**config.mk**
```make
export PLATFORM = sky130hd
export DESIGN_NAME = sr_latch_driver
export DESIGN_NICKNAME = d
export VERILOG_FILES = /design/src/rtl/sr_latch_pkg.sv /design/src/rtl/sync2.sv /design/src/rtl/sr_latch_driver.sv
export SDC_FILE = /design/constraint.sdc
export NUM_CORES = 1
export LEC_CHECK = 0
export ABC_AREA = 1
export BUFFER_PORTS_ARGS = -buffer_cell sky130_fd_sc_hd__buf_2
export CORE_ASPECT_RATIO = 0.7
export CORE_MARGIN = 2
export CORE_UTILIZATION = 50
export CTS_BUF_LIST = sky130_fd_sc_hd__clkbuf_16
export CTS_CLUSTER_DIAMETER = 40
export DETAILED_ROUTE_END_ITERATION = 10
export GPL_ROUTABILITY_DRIVEN = 0
export PLACE_DENSITY = 0.7
export REMOVE_ABC_BUFFERS = 1
export SYNTH_ARGS = -nofsm -noshare
export SYNTH_HDL_FRONTEND = slang
export SYNTH_HIERARCHICAL = 1
export SYNTH_SLANG_ARGS = --single-unit
export TNS_END_PERCENT = 5
```
**constraint.sdc**
```tcl
create_clock -name clk -period 4.6 [get_ports clk]
set_input_delay 0.46 -clock clk [delete_from_list [all_inputs] [get_ports clk]]
set_output_delay 0.46 -clock clk [all_outputs]
set_load 0.1 [all_outputs]
```
**src/rtl/sr_latch_pkg.sv**
```systemverilog
// Shared types and constants for the SR latch driver: FSM state encoding,
// counter width and default pulse/gap timing.
package sr_latch_pkg;

  localparam int CNT_W            = 8;
  localparam int PULSE_CYCLES_DEF = 4;
  localparam int GAP_CYCLES_DEF   = 2;

  typedef enum logic [1:0] {
    IDLE  = 2'd0,
    PULSE = 2'd1,
    GAP   = 2'd2,
    FIN   = 2'd3
  } state_e;

endpackage

```
**src/rtl/sync2.sv**
```systemverilog
// Two-flop synchroniser for a single asynchronous bit, async active-low reset.
module sync2 (
  input  logic clk,
  input  logic rst_n,
  input  logic d,
  output logic q
);

  logic meta_q;
  logic sync_q;

  always_ff @(posedge clk or negedge rst_n) begin
    if (!rst_n) begin
      meta_q <= 1'b0;
      sync_q <= 1'b0;
    end else begin
      meta_q <= d;
      sync_q <= meta_q;
    end
  end

  assign q = sync_q;

endmodule

```
**src/rtl/sr_latch_driver.sv**
```systemverilog
// Drives an external NAND SR latch with a timed active-low set/reset pulse,
// then a settle gap. Optional readback check enabled by SR_LATCH_DRIVER_READBACK_EN.
module sr_latch_driver
  import sr_latch_pkg::*;
#(
  parameter int PULSE_CYCLES = PULSE_CYCLES_DEF,
  parameter int GAP_CYCLES   = GAP_CYCLES_DEF
) (
  input  logic clk,
  input  logic rst_n,
  input  logic req_valid,
  input  logic req_set,
  output logic req_ready,
  output logic S,
  output logic R,
  input  logic Q,
  input  logic Q_not,
  output logic done,
  output logic err
);

  localparam logic [CNT_W-1:0] PULSE_LOAD = CNT_W'(PULSE_CYCLES - 1);
  localparam logic [CNT_W-1:0] GAP_LOAD   = CNT_W'(GAP_CYCLES - 1);

  state_e           state_q, state_d;
  logic [CNT_W-1:0] cnt_q, cnt_d;
  logic             set_q, set_d;
  logic             s_q, s_d;
  logic             r_q, r_d;
  logic             done_q, done_d;
  logic             err_d;
  logic             mismatch;

`ifdef SR_LATCH_DRIVER_READBACK_EN
  logic q_sync;
  logic qn_sync;
  logic err_q;

  sync2 u_sync_q (
    .clk   (clk),
    .rst_n (rst_n),
    .d     (Q),
    .q     (q_sync)
  );

  sync2 u_sync_qn (
    .clk   (clk),
    .rst_n (rst_n),
    .d     (Q_not),
    .q     (qn_sync)
  );

  assign mismatch = (q_sync != set_q) || (qn_sync != ~set_q);
`else
  logic unused_latch_in;

  assign unused_latch_in = Q ^ Q_not;
  assign mismatch        = 1'b0;
`endif

  always_comb begin
    state_d = state_q;
    cnt_d   = cnt_q;
    set_d   = set_q;
    done_d  = 1'b0;
    err_d   = 1'b0;
    case (state_q)
      IDLE: begin
        if (req_valid) begin
          set_d   = req_set;
          cnt_d   = PULSE_LOAD;
          state_d = PULSE;
        end
      end
      PULSE: begin
        if (cnt_q == '0) begin
          cnt_d   = GAP_LOAD;
          state_d = GAP;
        end else begin
          cnt_d = cnt_q - 1'b1;
        end
      end
      GAP: begin
        if (cnt_q == '0) begin
          state_d = FIN;
        end else begin
          cnt_d = cnt_q - 1'b1;
        end
      end
      FIN: begin
        done_d  = 1'b1;
        err_d   = mismatch;
        state_d = IDLE;
      end
      default: state_d = IDLE;
    endcase
    // Drive is decoded from the next state so S/R come straight off flops
    // and only one of them can ever be low.
    s_d = !((state_d == PULSE) && set_d);
    r_d = !((state_d == PULSE) && !set_d);
  end

  always_ff @(posedge clk or negedge rst_n) begin
    if (!rst_n) begin
      state_q <= IDLE;
      cnt_q   <= '0;
      set_q   <= 1'b0;
      s_q     <= 1'b1;
      r_q     <= 1'b1;
      done_q  <= 1'b0;
    end else begin
      state_q <= state_d;
      cnt_q   <= cnt_d;
      set_q   <= set_d;
      s_q     <= s_d;
      r_q     <= r_d;
      done_q  <= done_d;
    end
  end

`ifdef SR_LATCH_DRIVER_READBACK_EN
  always_ff @(posedge clk or negedge rst_n) begin
    if (!rst_n) begin
      err_q <= 1'b0;
    end else begin
      err_q <= err_d;
    end
  end

  assign err = err_q;
`else
  logic unused_err;

  assign unused_err = err_d;
  assign err        = 1'b0;
`endif

  assign req_ready = (state_q == IDLE);
  assign S         = s_q;
  assign R         = r_q;
  assign done      = done_q;

endmodule

```
# Yosys cells after proc, flatten, opt, wreduce, memory -nomap -nowiden
# Cells that the tools add are included.
[totals]
regBits = 14
output_inout_bits = 5
[classes]
addsub = 1
n_mux = 11
n_reduce_logical = 9
n_eq_ne = 6
[ops]
columns = ["operator", "count"]
rows = [
  ["$mux 8", 3],
  ["$pmux 8 s3", 1],
  ["$logic_not 8->1", 1],
  ["$pmux 2 s4", 1],
  ["$sub 8x1->8 const B", 1],
  ["$mux 2", 3],
  ["$eq 2x1->1 const B", 2],
  ["$eq 2x2->1 const B", 2],
  ["$ne 2x2->1 const B", 2],
  ["$logic_not 1->1", 3],
  ["$mux 1", 3],
  ["$reduce_and 3->1", 1],
  ["$reduce_bool 3->1", 1],
  ["$logic_and 1x1->1", 2],
  ["$logic_not 2->1", 1],
]

# Logic depth before layout (Yosys ltp)
[depth]
depth_word = 6
mapped_depth = 11
depth_no_buf = 11

# Worst setup path before layout
# OpenSTA, ideal clock, no wires.
[synth_timing]
path_type = "register to register"
start = "register state_q[0]"
end = "register cnt_q[3]"
stages_incl_launch_ff = 11
slack_ns = 2.309
t_arrival_ns = 2.220
synth_period_minus_slack_ns = 2.291
setup_ns = 0.071
path_cell_list = "dfrtp_1 inv_1 ha_1 inv_1 nor2_2 nor2_8 nand2_4 inv_4 nand2_2 inv_2 nor2_1"
[synth_between]
elab_chain_len = 3
[synth_lines]
columns = ["item", "line_no", "source"]
rows = [
  ["from (decl)", "sr_latch_driver.sv:25", "state_e state_q, state_d;"],
  ["from (signal assigned)", "sr_latch_driver.sv:112", "state_q <= state_d;"],
  ["$logic_not 2->1 (*)", "--", ""],
  ["net req_ready", "sr_latch_driver.sv:13", "output logic req_ready,"],
  ["$ne 2x2->1 (no source line) or $reduce_bool 3->1 (tied branches)", "--", ""],
  ["$reduce_and 3->1 (no source line)", "--", ""],
  ["to (signal assigned)", "sr_latch_driver.sv:113", "cnt_q <= cnt_d;"],
  ["to (decl)", "sr_latch_driver.sv:26", "logic [CNT_W-1:0] cnt_q, cnt_d;"],
]
# Mark *: on every way through the listed nets, which the timed path passes. The rest lies on a longest branch.
# A chain may end at the register's enable or synchronous reset.

# Final worst setup path
[layout_timing]
start = "register state_q[0]"
end = "output req_ready"
[layout_between]
elab_chain_len = 1
[layout_lines]
columns = ["item", "line_no", "source"]
rows = [
  ["$logic_not 2->1", "sr_latch_driver.sv:138", "assign req_ready = (state_q == IDLE);"],
  ["to (decl)", "sr_latch_driver.sv:13", ""],
]
# Every way passes these cells.

==> impl_results.md <==
* Synth Instances at 129
* CTS tree: done
* Worst R2R End: cnt_q[7]
* Leakage power at 0.612 nW
* Commonest non-fill, non-tap cell in the layout: nand2_1
* Hold bufs inserted after CTS at 0
* Critical path origin: state_q[0]
* Detailed-route DRC error count at 0
* GRT met1 Usage at 27.6%
* Number of nets in the layout at 153
* Vias/cell at 5.21
* # placed instances at 157
* Post-layout util at 59.8%
* Fin. Hold Viols at 0
* Setup TNS at 0 ns
* Crit path required time at 4.14 ns
* Synthesized area at 965 sq um
* Layout overhead on the synthesized area at 13.9%
* DIE AREA at 2300 sq um
* Skew-Pair Late Insertion Delay at 0.25 ns
* Setup crit end: req_ready
* Post_cts resized at 0
* Row cnt at 13
* # diodes at 0
* I/O pins at 11
* H-Tree Depth at 1
* Clock sink total at 14
* Worst R2R Start: state_q[0]
* First-pass GRT wire length at 3400 um
* Worst setup path class: reg2out
* Vias in the first global route at 772
* Flops & latches, synth at 14
* Drt first pass iters at 4
* Crit path max fanout at 4
* Fin Clk Skew at 0.00689 ns
* GRT Residual Overflow at 0
* Commonest cells after routing, fill and taps aside: 27 x nand2_1, 21 x inv_1, 15 x nand3_1
* Status: completed
* Vias at 839
* Global-route layer with the greatest usage: met2
* Initial antenna violation count at 0
* Root Driver: clkbuf_16
* Core region area at 1840 sq um
* IO Port Bufs at 7
* Setup bufs post-CTS at 0
* Overall Global Routing Usage at 20.7%
* Critical Path Source Type: flip-flop
* Post-synth cell types at 22
* Post-route insts no fill at 161
* Max-slew violation count at 0
* RSZ-0062 raised after global routing: no
* Routed WL at 2000 um
* Final setup violation count at 0
* R2r setup slk at 2.88 ns
* Avg Cell Area, Syn at 7.48 sq um
* DR iter-0 viols at 34
* Antenna-violating nets left at 0
* Routing usage on met2 at 31.4%
* Clock Path Buffers at 2
* R2R cell count at 11
* Type of the worst min-delay path: in2async
* M3 GR Usage at 6.62%
* DR WL/cell at 12.4 um
* Synth warnings at 6
* Sequential-to-total area share from yosys stat at 36.6%
* Clock slew at reported path FFs at 0.05 ns
* Final hold slack at 0.103 ns
* Pin count of the biggest net entering global routing at 15
* Max Cap Viol at 0
* Die Wd at 56.5 um
* Critical Path AT at 1.47 ns
* Initial Utilization at 52.5%
* Fmax at 0.519 GHz
* Share of cells above drive strength 1 at 20.1%
* P per Cell Area at 842 nW/um^2
* Final Cycle Share at 41.9%
* CTS buffer count at 3
* Crit path time final at 1.93 ns
* VDD IR-drop max at 0.470 mV
* Die H at 40.8 um
* Post-detail-place hpwl at 1530 um
* Setup crit end kind: primary output
-- flip-flops by register name (all words and copies together), names as in the netlist --
name     cells
state_q      2
R            1
cnt_q        8
done         1
S            1
set_q        1
-- synthesized netlist by cell type --
cell | instances | share of area (%)
nand2_1 | 27 | 11
nand4_1 | 5 | 3.2
nand2_4 | 2 | 2.3
nand3_1 | 15 | 7.8
nor2_2 | 5 | 3.2
nor2_4 | 1 | 1.2
o21ai_0 | 4 | 2.1
nand2_2 | 4 | 2.6
dfrtp_1 | 12 | 31
nand3b_1 | 1 | 0.78
dfstp_2 | 2 | 5.4
o21ai_1 | 1 | 0.52
conb_1 | 1 | 0.39
inv_2 | 2 | 0.78
nor2_8 | 1 | 2.1
nor2_1 | 11 | 4.3
a21oi_1 | 4 | 2.1
ha_1 | 7 | 9.1
inv_4 | 1 | 0.65
inv_1 | 21 | 8.2
xor2_1 | 1 | 0.91
buf_4 | 1 | 0.78
-- critical path, stage by stage, from the launching register on --
cell and delay, ns:
dfrtp_1 0.39, inv_1 0.13, ha_1 0.24, buf_2 0.45
-- cell type report --
class / count / area [sq um]
repair buffers: 7 / 35.0
clock inverters: 1 / 3.75
multi-input cells: 90 / 512
well taps: 22 / 27.5
flip-flops and latches: 14 / 353
fillers: 160 / 739
inverters: 24 / 92.6
clock buffers: 3 / 75.1
-- where the power goes --
group | internal [mW] | leakage (nW) | switching, mW
clock network | 0.115 | 0.0385 | 0.0515
registers | 0.174 | 0.176 | 0.0319
logic | 0.156 | 0.397 | 0.396
-- worst min-delay path by stage --
stage | cells past startpoint | start | end | slack (ns)
after global routing | 1 | rst_n | state_q[1] | 0.14
final | 1 | rst_n | state_q[1] | 0.10
after CTS | 1 | rst_n | state_q[1] | 0.12
after global placement | 1 | rst_n | set_q | 0.38
after detailed placement | 1 | rst_n | set_q | 0.38
after floorplan | 0 | rst_n | cnt_q[0] | 0.16
-- cells by family after synthesis --
family | share of synthesized area [%]
other | 0.389
buffers and inverters | 10.4
adders and majority gates | 9.08
DFF | 36.6
and+or+nand+nor | 38.0
xor gates and xnor gates | 0.908
AOI/OAI and AO/OA | 4.67
-- per-layer routing --
metal	wire, um	vias up	share of wire, %
met2	829	20	42
met4	24	0	1.2
met3	105	4	5.3
li1	-	430	-
met5	0	-	0
met1	1040	385	52
-- stage by stage --
step           power, mW  worst slack, ns  cell area [sq um]
3_3_place_gp       0.738             2.95               1020
2_1_floorplan      0.658             2.31                957
3_5_place_dp       0.756             2.91               1020
4_1_cts            0.926             2.67               1100
6_report           0.925             2.67               1100
5_1_grt             1.00             2.59               1100
Power figures use the tool's default switching activity.
